--- src/rtl/pixel_scheduler.sv ---
`timescale 1ns/1ps
// Frame scheduler: scans a WIDTH x HEIGHT raster, shares NUM_ENGINES depth engines
// and streams tagged (x, y, depth) results over a valid/ready port.
module pixel_scheduler #(
    parameter int NUM_ENGINES = 4,
    parameter int WORD_LENGTH = 32,
    parameter int FRAC        = 28,
    parameter int DEPTH_W     = 11
) (
    input  logic                             sysclk,
    input  logic                             reset_n,
    input  logic                             frame_start,
    input  logic [DEPTH_W-1:0]               cfg_width,
    input  logic [DEPTH_W-1:0]               cfg_height,
    input  logic [WORD_LENGTH-1:0]           cfg_re_start,
    input  logic [WORD_LENGTH-1:0]           cfg_im_start,
    input  logic [WORD_LENGTH-1:0]           cfg_step,
    input  logic [DEPTH_W-1:0]               cfg_max_iter,
    output logic                             busy,
    output logic                             frame_done,
    output logic [NUM_ENGINES-1:0]           eng_start,
    output logic [NUM_ENGINES*WORD_LENGTH-1:0] eng_re_c,
    output logic [NUM_ENGINES*WORD_LENGTH-1:0] eng_im_c,
    output logic [DEPTH_W-1:0]               eng_max_iter,
    input  logic [NUM_ENGINES-1:0]           eng_done,
    input  logic [NUM_ENGINES*DEPTH_W-1:0]   eng_depth,
    output logic                             res_valid,
    input  logic                             res_ready,
    output logic [DEPTH_W-1:0]               res_x,
    output logic [DEPTH_W-1:0]               res_y,
    output logic [DEPTH_W-1:0]               res_depth
);
    localparam int PW = (NUM_ENGINES > 1) ? $clog2(NUM_ENGINES) : 1;

    if (NUM_ENGINES < 1 || NUM_ENGINES > 16 || FRAC >= WORD_LENGTH) begin : g_bad_cfg
        $error("pixel_scheduler: unsupported parameter set");
    end

    typedef enum logic [1:0] {IDLE, RUN, DRAIN} state_t;

    state_t                         state_q;
    logic                           busy_q, frame_done_q, res_valid_q;
    logic [NUM_ENGINES-1:0]         eng_start_q, eng_busy_q, slot_v_q;
    logic [NUM_ENGINES*WORD_LENGTH-1:0] eng_re_c_q, eng_im_c_q;
    logic [DEPTH_W-1:0]             max_iter_q, width_q, height_q, x_q, y_q;
    logic [DEPTH_W-1:0]             res_x_q, res_y_q, res_depth_q;
    logic [WORD_LENGTH-1:0]         re_start_q, step_q, cur_re_q, cur_im_q;
    logic [PW-1:0]                  rr_ptr_q, out_ptr_q, sel_q;
    logic [DEPTH_W-1:0]             tag_x_q [NUM_ENGINES];
    logic [DEPTH_W-1:0]             tag_y_q [NUM_ENGINES];
    logic [DEPTH_W-1:0]             slot_depth_q [NUM_ENGINES];
    logic [1:0]                     guard_q [NUM_ENGINES];

    logic [NUM_ENGINES-1:0]         free_d, avail_d;
    logic                           disp_ok_d, out_ok_d, handshake_d;
    logic [PW-1:0]                  disp_idx_d, out_idx_d, out_base_d;

    function automatic logic [PW-1:0] wrap_add(input logic [PW-1:0] base, input int unsigned k);
        int unsigned s;
        s = 32'(base) + k;
        if (s >= NUM_ENGINES) s = s - NUM_ENGINES;
        return s[PW-1:0];
    endfunction

    always_comb begin
        free_d     = ~eng_busy_q & ~slot_v_q;
        disp_ok_d  = 1'b0;
        disp_idx_d = '0;
        for (int unsigned k = 0; k < NUM_ENGINES; k++) begin
            if (!disp_ok_d && free_d[wrap_add(rr_ptr_q, k)]) begin
                disp_ok_d  = 1'b1;
                disp_idx_d = wrap_add(rr_ptr_q, k);
            end
        end
    end

    // The slot being handed off this cycle is excluded so the next pick is ready one edge later.
    always_comb begin
        handshake_d = res_valid_q && res_ready;
        avail_d     = slot_v_q;
        if (handshake_d) avail_d[sel_q] = 1'b0;
        out_base_d  = handshake_d ? wrap_add(sel_q, 1) : out_ptr_q;
        out_ok_d    = 1'b0;
        out_idx_d   = '0;
        for (int unsigned k = 0; k < NUM_ENGINES; k++) begin
            if (!out_ok_d && avail_d[wrap_add(out_base_d, k)]) begin
                out_ok_d  = 1'b1;
                out_idx_d = wrap_add(out_base_d, k);
            end
        end
    end

    always_ff @(posedge sysclk or negedge reset_n) begin
        if (!reset_n) begin
            state_q      <= IDLE;
            busy_q       <= 1'b0;
            frame_done_q <= 1'b0;
            eng_start_q  <= '0;
            eng_re_c_q   <= '0;
            eng_im_c_q   <= '0;
            max_iter_q   <= '0;
            width_q      <= '0;
            height_q     <= '0;
            re_start_q   <= '0;
            step_q       <= '0;
            x_q          <= '0;
            y_q          <= '0;
            cur_re_q     <= '0;
            cur_im_q     <= '0;
            rr_ptr_q     <= '0;
            out_ptr_q    <= '0;
            sel_q        <= '0;
            eng_busy_q   <= '0;
            slot_v_q     <= '0;
            res_valid_q  <= 1'b0;
            res_x_q      <= '0;
            res_y_q      <= '0;
            res_depth_q  <= '0;
            for (int unsigned i = 0; i < NUM_ENGINES; i++) begin
                tag_x_q[i]      <= '0;
                tag_y_q[i]      <= '0;
                slot_depth_q[i] <= '0;
                guard_q[i]      <= '0;
            end
        end else begin
            eng_start_q  <= '0;
            frame_done_q <= 1'b0;

            for (int unsigned i = 0; i < NUM_ENGINES; i++) begin
                if (guard_q[i] != 2'd0) begin
                    guard_q[i] <= guard_q[i] - 2'd1;
                end else if (eng_busy_q[i] && eng_done[i]) begin
                    slot_depth_q[i] <= eng_depth[i*DEPTH_W +: DEPTH_W];
                    slot_v_q[i]     <= 1'b1;
                    eng_busy_q[i]   <= 1'b0;
                end
            end

            case (state_q)
                IDLE: begin
                    if (frame_start) begin
                        width_q    <= cfg_width;
                        height_q   <= cfg_height;
                        re_start_q <= cfg_re_start;
                        step_q     <= cfg_step;
                        max_iter_q <= cfg_max_iter;
                        x_q        <= '0;
                        y_q        <= '0;
                        cur_re_q   <= cfg_re_start;
                        cur_im_q   <= cfg_im_start;
                        busy_q     <= 1'b1;
                        state_q    <= (cfg_width == '0 || cfg_height == '0) ? DRAIN : RUN;
                    end
                end
                RUN: begin
                    if (disp_ok_d) begin
                        eng_start_q[disp_idx_d] <= 1'b1;
                        eng_re_c_q[int'(disp_idx_d)*WORD_LENGTH +: WORD_LENGTH] <= cur_re_q;
                        eng_im_c_q[int'(disp_idx_d)*WORD_LENGTH +: WORD_LENGTH] <= cur_im_q;
                        tag_x_q[disp_idx_d]    <= x_q;
                        tag_y_q[disp_idx_d]    <= y_q;
                        eng_busy_q[disp_idx_d] <= 1'b1;
                        guard_q[disp_idx_d]    <= 2'd2;
                        rr_ptr_q               <= wrap_add(disp_idx_d, 1);
                        if (x_q < width_q - 1'b1) begin
                            x_q      <= x_q + 1'b1;
                            cur_re_q <= cur_re_q + step_q;
                        end else begin
                            x_q      <= '0;
                            cur_re_q <= re_start_q;
                            y_q      <= y_q + 1'b1;
                            cur_im_q <= cur_im_q - step_q;
                            if (y_q == height_q - 1'b1) state_q <= DRAIN;
                        end
                    end
                end
                DRAIN: begin
                    if (eng_busy_q == '0 && slot_v_q == '0) begin
                        frame_done_q <= 1'b1;
                        busy_q       <= 1'b0;
                        state_q      <= IDLE;
                    end
                end
                default: state_q <= IDLE;
            endcase

            if (handshake_d) begin
                slot_v_q[sel_q] <= 1'b0;
                out_ptr_q       <= wrap_add(sel_q, 1);
            end
            if (!(res_valid_q && !res_ready)) begin
                res_valid_q <= out_ok_d;
                if (out_ok_d) begin
                    sel_q       <= out_idx_d;
                    res_x_q     <= tag_x_q[out_idx_d];
                    res_y_q     <= tag_y_q[out_idx_d];
                    res_depth_q <= slot_depth_q[out_idx_d];
                end
            end
        end
    end

    assign busy         = busy_q;
    assign frame_done   = frame_done_q;
    assign eng_start    = eng_start_q;
    assign eng_re_c     = eng_re_c_q;
    assign eng_im_c     = eng_im_c_q;
    assign eng_max_iter = max_iter_q;
    assign res_valid    = res_valid_q;
    assign res_x        = res_x_q;
    assign res_y        = res_y_q;
    assign res_depth    = res_depth_q;
endmodule

--- config.mk ---
export PLATFORM = sky130hd
export DESIGN_NAME = pixel_scheduler
export DESIGN_NICKNAME = d
export VERILOG_FILES = /design/src/rtl/pixel_scheduler.sv
export SDC_FILE = /design/constraint.sdc
export NUM_CORES = 1
export LEC_CHECK = 0
export BUFFER_PORTS_ARGS = -buffer_cell sky130_fd_sc_hd__buf_4
export CAP_MARGIN = 40
export CORE_MARGIN = 8
export CORE_UTILIZATION = 45
export DETAILED_ROUTE_END_ITERATION = 12
export PLACE_DENSITY = 0.66
export SLEW_MARGIN = 20
export SYNTH_ARGS = -nofsm -noshare
export SYNTH_HDL_FRONTEND = slang
export SYNTH_SLANG_ARGS = --single-unit
--- constraint.sdc ---
create_clock -name sysclk -period 8.9 [get_ports sysclk]
set_clock_uncertainty 0.2 [all_clocks]
set_input_delay 1.78 -clock sysclk [delete_from_list [all_inputs] [get_ports sysclk]]
set_output_delay 1.78 -clock sysclk [all_outputs]
set_load 0.03 [all_outputs]
# After elaboration in Yosys (flattened, before gate mapping)
# Cells that the tools add are included.
# Widths: inputs -> output; s select.
# totals
elab_cells	288
reg_bits	635
output_inout_bits	307
inputBits	181
# op_classes
bitwise_logic	17
add_sub_neg	29
shifts	3
reduce_logical	46
order_cmp	26
mux	119
n_eq_ne	8
# op_table
operator	count
$bwmux 128	2
$shiftx 32x33->128	2
$mux 32	6
$mux 11	12
$pmux 32 s2	2
$shift 32x33->128 const A	1
$bwmux 44	2
$bmux 11 s2	3
$mux 2	30
$pmux 11 s2	2
$mux 1	38
$neg 7->33	1
$add 32x32->32	1
$sub 32x32->32	1
$ge 3x3->1 const B	10
$lt 2x3->1 const B	10
$sub 2x1->2 const B	14
$mux 4	6
$add 11x1->11 const B	2
$demux 11 s2	1
$logic_not 11->1	2
$sub 11x1->11 const B	2
$and 4x4->4	4
$bmux 1 s2	8
29 further kinds	86

# Longest topological paths before layout
# Gate-level depths: netlist (run 1).
# logic_depth
depth_word	23
ltp_mapped	17
ltp_nobuf	16

# Worst setup path before layout (run 1)
# OpenSTA, ideal clock, no wires.
# synth_path
kind	input to register
start	input res_ready
end	register res_depth_q[4], in the netlist res_depth[4]
setup_slack_ns	5.011
t_required_ns	8.575
arrival_time_ns	3.564
cell_stages	11
path_buffers	2
setup_time_ns	0.125
cell_sequence	and2_1 -> nand2_1 -> and2_1 -> nand2_1 -> a21boi_0 -> a211oi_2 -> buf_2 -> buf_4 -> mux2i_1 -> mux2i_1 -> mux2_2
# synth_via
elab_chain_len	20
word_cells_on_any_way	48
classes_between	add/sub (7); order compare (4); mux (25); bitwise (2); reduce/logical (10)
# synth_lines
item	line_no	rtl
from (decl)	28	input logic res_ready,
parallel branches: the longest is 20 deep, another holds $add 2x1->3	--	
to (signal assigned)	197	res_depth_q <= slot_depth_q[out_idx_d];
to (decl)	46	logic [DEPTH_W-1:0] res_x_q, res_y_q, res_depth_q;
# Parallel ways; which one is timed is not known. The select of a mux whose other input is x is not followed.
# A chain may end at the register's enable or synchronous reset.

# Final worst setup path (run 1)
# layout_path
start	register width_q[0]
end	register cur_im_q[31]
# layout_via
elab_chain_len	4
# layout_lines
item	line_no	rtl
from (decl)	45	logic [DEPTH_W-1:0] max_iter_q, width_q, height_q, x_q, y_q;
from (signal assigned)	142	width_q <= cfg_width;
$sub 11x1->11	165	if (x_q < width_q - 1'b1) begin
$lt 11x11->1	165	
$ne 2x2->1 (no source line)	--	
$reduce_and 4->1 (no source line)	--	
to (signal assigned)	150	cur_im_q <= cfg_im_start;
to (signal assigned)	172	cur_im_q <= cur_im_q - step_q;
to (decl)	47	logic [WORD_LENGTH-1:0] re_start_q, step_q, cur_re_q, cur_im_q;
# Every way passes these cells.

==> results of run 1 <==
power by group through the flow:
stage	clock, uW	sequential (uW)	combinational [uW]
6_report	2960	4880	7800
5_1_grt	3140	5010	8440
4_1_cts	3020	4880	7810
3_5_place_dp	0	4910	7780
3_3_place_gp	0	4860	7570
2_1_floorplan	0	5380	4630
cell families (layout without fill, tap and decap cells):
family	after synthesis	after routing	share of synthesized area [%]
AOI/OAI and AO/OA	664	664	16.49
xor gates and xnor gates	84	84	2.530
adders and majority gates	86	86	3.751
buffers and inverters	213	716	2.904
DFF	635	635	54.64
muxes	324	324	12.11
other	0	4	0
and+or+nand+nor	470	470	7.576
placed cells by master, fill, tap and decap left out, drive strengths merged, types with 8 or more instances in the layout:
cell,netlist,layout
xor2,37,37
xnor2,47,47
a21o,28,28
nand2b,11,11
nor4,14,14
or3,27,27
nand3,31,31
nor2,98,98
a21oi,114,114
o21ai,135,135
clkbuf,112,101
mux2,223,223
a31oi,17,17
nand4,15,15
nor3,30,30
and2,8,8
clkinv,0,12
mux2i,101,101
inv,66,69
a211oi,16,16
nor3b,11,11
ha,84,84
dfrtp,635,635
o22ai,11,11
o21bai,9,9
and3,11,11
o21a,12,12
a22o,256,256
buf,35,526
nand2,194,194
nor2b,8,8
path summary, 6_finish.rpt:
path / end
max reg2reg: cur_im_q[31]
max: cur_im_q[31]
min reg2reg: guard_q[0]
min in group asynchronous: tag_y_q[7]
max in group asynchronous: height_q[0]
min: guard_q[0]
layout make-up:
type / count / area (um2)
tap: 855 / 1070
multi-input combinational: 1628 / 12450
fill: 5408 / 28150
timing repair buffer: 526 / 4083
sequential: 635 / 15890
clock inverter: 23 / 326.6
inverter: 66 / 247.7
antenna: 4 / 10.01
clock buffer: 101 / 1999
through the flow:
step / instances / util, % / hold slack (ns) / power [uW] / setup WS, ns
2_1_floorplan: 2476 / - / 0.2325 / 10010 / 5.011
3_3_place_gp: 3703 / 52.30 / 0.2436 / 12440 / 3.800
3_5_place_dp: 3708 / 52.46 / 0.2480 / 12690 / 4.174
4_1_cts: 3832 / 56.08 / 0.2558 / 15720 / 4.678
5_1_grt: 3837 / 56.17 / 0.2732 / 16580 / 4.272
6_report: 3838 / 56.17 / 0.2581 / 15640 / 4.689
Yosys cell counts (all sizes together), types with 16 or more instances:
master,count,share of area (%)
inv,66,0.85
or3,27,0.58
dfrtp,635,55
ha,84,3.6
a22o,256,7.7
o21ai,135,2.3
a21oi,114,2.0
xor2,37,1.1
mux2,223,8.6
a211oi,16,0.45
clkbuf,112,1.4
a31oi,17,0.37
nand2,194,2.5
nand3,31,0.55
xnor2,47,1.4
mux2i,101,3.5
nor2,98,1.3
buf,35,0.61
a21o,28,0.72
nor3,30,0.53
sequential cells by signal, summed over array words and instances, names as in the netlist, 8 cells and up:
register      flops
res_depth        11
eng_im_c        128
eng_re_c        128
step_q           32
cur_im_q         32
slot_depth_q     44
res_y            11
height_q         11
guard_q           8
cur_re_q         32
tag_x_q          44
tag_y_q          44
res_x            11
y_q              11
re_start_q       32
width_q          11
eng_max_iter     11
x_q              11
critical path, delay by kind of cell (launching register included):
family                   cells  cell delay, ns
AO/OA/AOI/OAI                6            1.60
buffers and inverters        2            0.48
flip-flops                   1            0.43
XOR/XNOR                     1            0.16
AND/OR/NAND/NOR              5            0.71
adder cells (fa/ha/maj)      2            0.49
per-layer routing:
| layer | GRT usage [%] | vias up |
|---|---|---|
| met3 | 7.338 | 139 |
| li1 | - | 9950 |
| met2 | 41.35 | 785 |
| met4 | 7.932 | 18 |
| met1 | 32.02 | 11350 |
| met5 | 0 | - |
==> metrics.txt, run 1 <==
worst min-delay path class=flip-flop to flip-flop; syn nets=2743; initial antenna violation count=13; die width=270.2 um; critical-path maximum fanout=36; Die H=270.2 um; iteration-0 DRC count of the detailed router=1620; post-cts hold buffer count=0; number of global-route vias before repair=23370; Via Count=22240; Via density=5.795; Pint=between 8000 and 9000 uW; Sink Count=635; RePlAce Congestion=0.9093; I/O pins=488; final period utilization=approximately 47%; EDFF count, synth=0; status=complete, no violations; leakage=0.01757 uW; maximum vdd drop=0.3318 mV; count of final max-slew check failures=0; Max Cap Violations=0; WL met3=roughly 7600 um; CTS tree=done; Resized cells post-CTS=0; Worst-path clk slew=around 0.060 ns; Initial Util=45.28%; layout cells sized above 1=29.81%; worst setup path startpoint=width_q[0]; TNS Setup=0 ns; Primary FF master, synth=dfrtp_1; # Post-CTS Setup Buffers=0; hold depth=1; Syn Area/Cell=11.75 um2; largest net degree at the start of global routing=176; WP data arrival=4.50 ns; Flop pwr share=a little under a third; Combinational Power Share=49.8%; first-pass GRT wire length=144300 um; CTS Root Cell=clkbuf_16; aggregate global routing overflow=0; uppermost layer routed=met5; CP Cell Sequence=inv_1 > ha_1 > nand2_1 > nor2_1 > nand2_1 > xor2_1 > ha_1 > a21o_1 > a21oi_1 > o2bb2ai_1 > a31o_2 > nand2_1 > nand2_1 > buf_4 > a21oi_1 > a2bb2oi_1; Post-DP HPWL=66530 um; CP peak stage delay=between 0.6 and 0.7 ns; area grow syn2layout=24.06%; critical path startpoint category=flip-flop; total placed instance area=between 30000 and 40000 um2; sw power=6824 uW; Final ANT Viol Nets=0; FF-to-FF Start=width_q[0]; r2r setup slk=4.69 ns; cell area after synthesis=29080 um2; Num CTS Buffers=69; actual slew at the worst max-slew pin=0.9943 ns; clk_lat worst skew=0.62 ns; Min Clock Period, post-route=roughly 4.2 ns; TritonRoute pass-1 iters=7; YS warnings=0; R2R cell count=16; Core Box Area=between 60000 and 70000 um2; HP Start=guard_q[0]; unrepaired setup endpoints after global routing=no; clk buf depth=3; count of input and output buffers=487; Crit Path Category=flip-flop to flip-flop; H-tree depth=3; met2 WL post-DR=45190 um; most used cell, CP=nand2_1; Clock power frac=roughly a fifth; Max Fclk=between 200 and 250 MHz; Final Hold Viols=0; distinct cell type count after synthesis=73; routed len/inst=about 25 um; post-synthesis register bit count=635; endpoints failing setup=0; die area=~73000 um2; sequential element share of the synthesized area=54.64%; cell count after synthesis=2476; FP Rows=93; Slowest cell on crit path=a31o_2; # DRC=0; GRT Total Usage=25.20%; PD cells=around 430 nW/um2; crit end category=flip-flop; Design Area, Final=about 36000 um2; Sw Ratio=43.62%; relative slew slack=between 30 and 40%; M1 WL=39220 um; Nets=3193; Routed WL=94500 um; CP required=9.19 ns; Async S/R FF share, synth=100.0%
No activity file was read; power rests on OpenSTA's default activity.
==> run 2: changes to the inputs <==
clock period = 4.1 ns   (was 8.9 ns; I/O delays follow)
==> run 2 against run 1 <==
Maximum frequency increased by 13%. First-iteration DRC count increased by 2.6%. Utilization increased by 0.062 points. Register-to-register slack got worse by 4.3 ns. Combinational power increased by 120%. Power increased by 120%.
==> metrics.txt, run 2 (synthesis results as in run 1) <==
actual slew at the worst max-slew pin=0.8984 ns; count of input and output buffers=487; critical-path maximum fanout=12; Crit Path Category=flip-flop to flip-flop; maximum vdd drop=approximately 0.57 mV; Design Area, Final=between 30000 and 40000 um2; relative slew slack=40.11%; r2r setup slk=approximately 0.36 ns; routed len/inst=~24 um; # Post-CTS Setup Buffers=0; FF-to-FF Start=width_q[0]; leakage=0.01758 uW; clk buf depth=3; TritonRoute pass-1 iters=5; Die H=270.2 um; WP data arrival=4.04 ns; iteration-0 DRC count of the detailed router=1662; Fill cells=~5400; H-tree depth=3; number of global-route vias before repair=23100; Worst-path clk slew=0.07 ns; crit path capture=cur_im_q[24]; CTS Root Cell=clkbuf_16; FF-to-FF End=cur_im_q[24]; FP Rows=93; I/O pins=between 400 and 500; clk_lat worst skew=about 0.62 ns; total placed instance area=between 30000 and 40000 um2; sw power=14880 uW; Flop pwr share=31.4%; Sw Ratio=a little over two fifths; final period utilization=slightly above 90%; PD cells=approximately 940 nW/um2; critical path startpoint category=flip-flop; R2R cell count=15; first-pass GRT wire length=143600 um; largest net degree at the start of global routing=155; Combinational Power Share=49.8%; Min Clock Period, post-route=3.737 ns; crit end category=flip-flop; worst min-delay path class=primary input to flip-flop; aggregate global routing overflow=0; die area=73020 um2; Sink Count=635; Max Fclk=267.6 MHz; Nets=3196; CP required=4.40 ns; die width=270.2 um; most common cell after layout, fill and taps aside=dfrtp_1; Post-DP HPWL=66120 um; count of final max-slew check failures=0; Clock power frac=a little under a fifth; unrepaired setup endpoints after global routing=no; initial antenna violation count=9; endpoints failing setup=0; Core Box Area=64230 um2; area grow syn2layout=24.19%; CTS tree=done; Pint=19070 uW; Min Hold Slack=0.2021 ns; TNS Setup=0 ns; Via density=5.795; Max Cap Violations=0; Final Hold Viols=0; Initial Util=45.28%; layout cells sized above 1=30.08%; Resized cells post-CTS=0; commonest cells after routing, fill and taps aside=dfrtp_1, buf_4, a22o_1; # DRC=0; GRT Total Usage=between 20 and 25%; Routed WL=93790 um; status=complete, no violations; worst setup path startpoint=width_q[0]; Final ANT Viol Nets=0; Via Count=22270; Num CTS Buffers=69; RePlAce Congestion=between 0.9 and 1
## run 2: changes by cell type in the layout (fill, tap and decap cells not counted), sizes merged
cell         before  now
buf             526  528
dlygate4sd3       0    1
diode             4    3
clkinvlp          1    4
inv              69   73
clkbuf          101   93
clkinv           12   17
bufinv            7    6
## run 2: metal layers
metal  vias to the layer above  part of all wire (%)  track usage, %
li1                       9981                     -               -
met1                     11350                    42           32.57
met2                       796                    47           39.99
met3                       133                   8.4           7.231
met4                        14                   2.4           7.101
met5                         -                  0.10               0
## run 2: what timing repair did
item                       in CTS  in global routing
hold endpoints to repair       35                  0
setup endpoints to repair       0                  0
hold buffers                    1                  0
## run 2: power groups by stage
stage | clock (uW) | sequential (uW) | combinational [uW]
3_5_place_dp | 0 | 10700 | 16900
3_3_place_gp | 0 | 10600 | 16500
5_1_grt | 6770 | 10900 | 18200
2_1_floorplan | 0 | 11700 | 10000
6_report | 6390 | 10700 | 16900
4_1_cts | 6520 | 10600 | 16900
## run 2: worst max-delay path: stages (launching register included)
cell and delay, ns:
dfrtp_1 0.41, inv_1 0.09, ha_1 0.19, nand2_1 0.11, nor2_1 0.10, nand2_1 0.09
xor2_1 0.16, ha_1 0.29, a21o_1 0.11, a21oi_1 0.12, o2bb2ai_1 0.21, a31oi_4 0.51
nand2_1 0.40, or3_1 0.42, mux2i_1 0.15, nor2_1 0.06
## run 2: area by class of cell
cell class | count | area, um2 | area share, %
well taps | 855 | 1070 | 2.962
flip-flops and latches | 635 | 15890 | 43.99
clock buffers | 93 | 1917 | 5.307
inverters | 66 | 247.7 | 0.6859
diodes | 3 | 7.507 | 0.02078
clock inverters | 34 | 405.4 | 1.122
repair buffers | 529 | 4129 | 11.43
multi-input cells | 1628 | 12450 | 34.48
## run 2: worst min path at each step
stage               slack (ns)    endpoint         start  depth (start not counted)
floorplan                 0.23  guard_q[0]    guard_q[0]                          1
detailed placement        0.25  guard_q[4]    guard_q[4]                          1
CTS                       0.18  step_q[30]  cfg_step[30]                          3
global placement          0.24  guard_q[4]    guard_q[4]                          1
global route              0.21  step_q[17]  cfg_step[17]                          3
finish                    0.20  step_q[30]  cfg_step[30]                          3
## run 2: per-stage QoR
step,setup slack [ns],utilization [%],power [uW],std cells
after floorplan,0.8699,-,21720,2476
after global placement,0.4592,52.55,27140,3710
after detailed placement,0.4168,52.56,27560,3711
after CTS,0.3987,56.19,34090,3839
after global routing,0.09048,56.23,35910,3841
final,0.3629,56.24,33950,3843
==> run 3: changes to the inputs <==
CELL_PAD_IN_SITES_DETAIL_PLACEMENT = 1   (was default)
CELL_PAD_IN_SITES_GLOBAL_PLACEMENT = 1   (was default)
PLACE_DENSITY = 0.92   (was 0.66)
SLEW_MARGIN = default   (was 20)
==> run 3 against run 2 <==
Sequential power about the same. Final cell count grew 0.18%. Sequential share of layout area shrank 0.21 points. Power rose by 3.9%. Setup slack got worse by 0.19 ns. Critical path type unchanged. Largest power group unchanged. Highest routed layer unchanged.
==> metrics.txt, run 3 (synthesis results as in run 1) <==
largest net degree at the start of global routing=154; Via Count=23500; critical path depth=15; Worst-path clk slew=0.06 ns; Fill cells=6640; Min Clock Period, post-route=3.925 ns; layout cells sized above 1=30.41%; worst min-delay path class=primary input to flip-flop; leakage=between 0.015 and 0.02 uW; Routed WL=~110000 um; CTS tree=done; Core Box Area=64230 um2; Power, Total=about 35000 uW; hold depth=3; Die H=between 200 and 300 um; iteration-0 DRC count of the detailed router=1547; H-tree depth=3; Crit Path Category=flip-flop to flip-flop; RePlAce Congestion=0.9179; Slowest cell on crit path=dfrtp_1; Via density=6.104; Final ANT Viol Nets=0; aggregate global routing overflow=0; die area=73020 um2; Flop pwr share=around 30%; PD cells=972.1 nW/um2; commonest cells after routing, fill and taps aside=dfrtp_1, buf_4, a22o_1; FP Rows=93; WP data arrival=4.24 ns; maximum vdd drop=0.5955 mV; initial antenna violation count=14; critical path startpoint category=flip-flop; most common cell after layout, fill and taps aside=dfrtp_1; Top delay family on crit path=compound AO/OA/AOI/OAI gates; area grow syn2layout=24.78%; relative slew slack=43.09%; Combinational Power Share=about half; Final Hold Viols=0; die width=270.2 um; CP required=4.41 ns; Initial Util=45.28%; crit end category=flip-flop; # DRC=0; CTS Root Cell=clkbuf_16; Worst Path Buf+Inv=1; I/O pins=488; Pint=between 15000 and 20000 uW; Sink Count=about 640; actual slew at the worst max-slew pin=0.8537 ns; Max Cap Violations=0; R2R cell count=15; sw power=15860 uW; Num CTS Buffers=between 70 and 80; count of input and output buffers=487; count of final max-slew check failures=0; Max Fclk=around 250 MHz; number of global-route vias before repair=approximately 26000; CP Cell Sequence=inv_1 > ha_1 > nand2_1 > nor2_1 > nand2_1 > xor2_1 > ha_1 > a21o_1 > a21oi_2 > o2bb2ai_1 > a31o_2 > a21oi_4 > nand4_1 > or3_1 > a21oi_1; GRT Total Usage=a little under 30%; TritonRoute pass-1 iters=5; critical-path maximum fanout=6; endpoints failing setup=0; Post-DP HPWL=approximately 75000 um; final period utilization=between 90% and 100%; clk_lat worst skew=0.61 ns; routed len/inst=28.23 um; Nets=3202; Sw Ratio=44.96%; status=complete, no violations; Clock power frac=18.8%; first-pass GRT wire length=166100 um; fin util=a little under three fifths; CP peak stage delay=0.46 ns; clk buf depth=3
## run 3: metrics by stage
step	worst slack, ns	cells	hold WS [ns]	instance area (um2)	TNS [ns]
2_1_floorplan	0.8699	2476	0.2325	29080	0
3_3_place_gp	0.4442	3711	0.2429	33790	0
3_5_place_dp	0.1144	3712	0.2625	33800	0
4_1_cts	0.1255	3839	0.1829	36240	0
5_1_grt	-0.007408	3845	0.2220	36280	-0.007408
6_report	0.1754	3850	0.2151	36290	0
## run 3: power by group through the flow
| stage | clock, uW | sequential (uW) | combinational, uW |
|---|---|---|---|
| 6_report | 6640 | 10800 | 17800 |
| 5_1_grt | 6960 | 11000 | 19000 |
| 4_1_cts | 6740 | 10800 | 17800 |
| 3_5_place_dp | 0 | 10800 | 17400 |
| 3_3_place_gp | 0 | 10600 | 16500 |
| 2_1_floorplan | 0 | 11700 | 10000 |
## run 3: metal layers
layer | share of wire (%) | up-vias | track usage (%)
met4 | 4.4 | 12 | 12.37
met3 | 7.5 | 278 | 7.231
met2 | 50 | 1002 | 50.34
met1 | 38 | 12230 | 34.09
li1 | - | 9980 | -
met5 | 0.071 | - | 0
## run 3: layout make-up
type | instances | area (um2) | area share (%)
Clock inverter | 30 | 365.4 | 1.007
Multi-Input combinational cell | 1628 | 12460 | 34.34
Tap cell | 855 | 1070 | 2.948
Antenna cell | 9 | 22.52 | 0.06206
Timing Repair Buffer | 533 | 4187 | 11.54
Inverter | 66 | 247.7 | 0.6826
Clock buffer | 94 | 2046 | 5.637
Sequential cell | 635 | 15890 | 43.79
## run 3: path summary, 6_finish.rpt
kind	endpoint	slack [ns]	from
max	y_q[7]	0.18	width_q[0]
min	step_q[21]	0.22	cfg_step[21]
max reg2reg	y_q[7]	0.18	width_q[0]
min reg2reg	guard_q[6]	0.27	guard_q[6]
max in group asynchronous	eng_im_c[9]	1.94	reset_n
min in group asynchronous	tag_x_q[35]	0.54	reset_n
## run 3: repair_timing
action,CTS,global route
hold endpoints to repair,47,0
hold buffers,1,0
buffers inserted,2,1
setup endpoints to repair,2,8
pin swaps,1,0
resized for setup,0,4
## run 3: worst reg2reg max path, stage by stage (launching register included)
cell and delay, ns:
dfrtp_1 0.46, inv_1 0.13, ha_1 0.25, nand2_1 0.16, nor2_1 0.15, nand2_1 0.13
xor2_1 0.18, ha_1 0.31, a21o_1 0.14, a21oi_2 0.09, o2bb2ai_1 0.18, a31o_2 0.29
a21oi_4 0.24, nand4_1 0.27, or3_1 0.43, a21oi_1 0.22
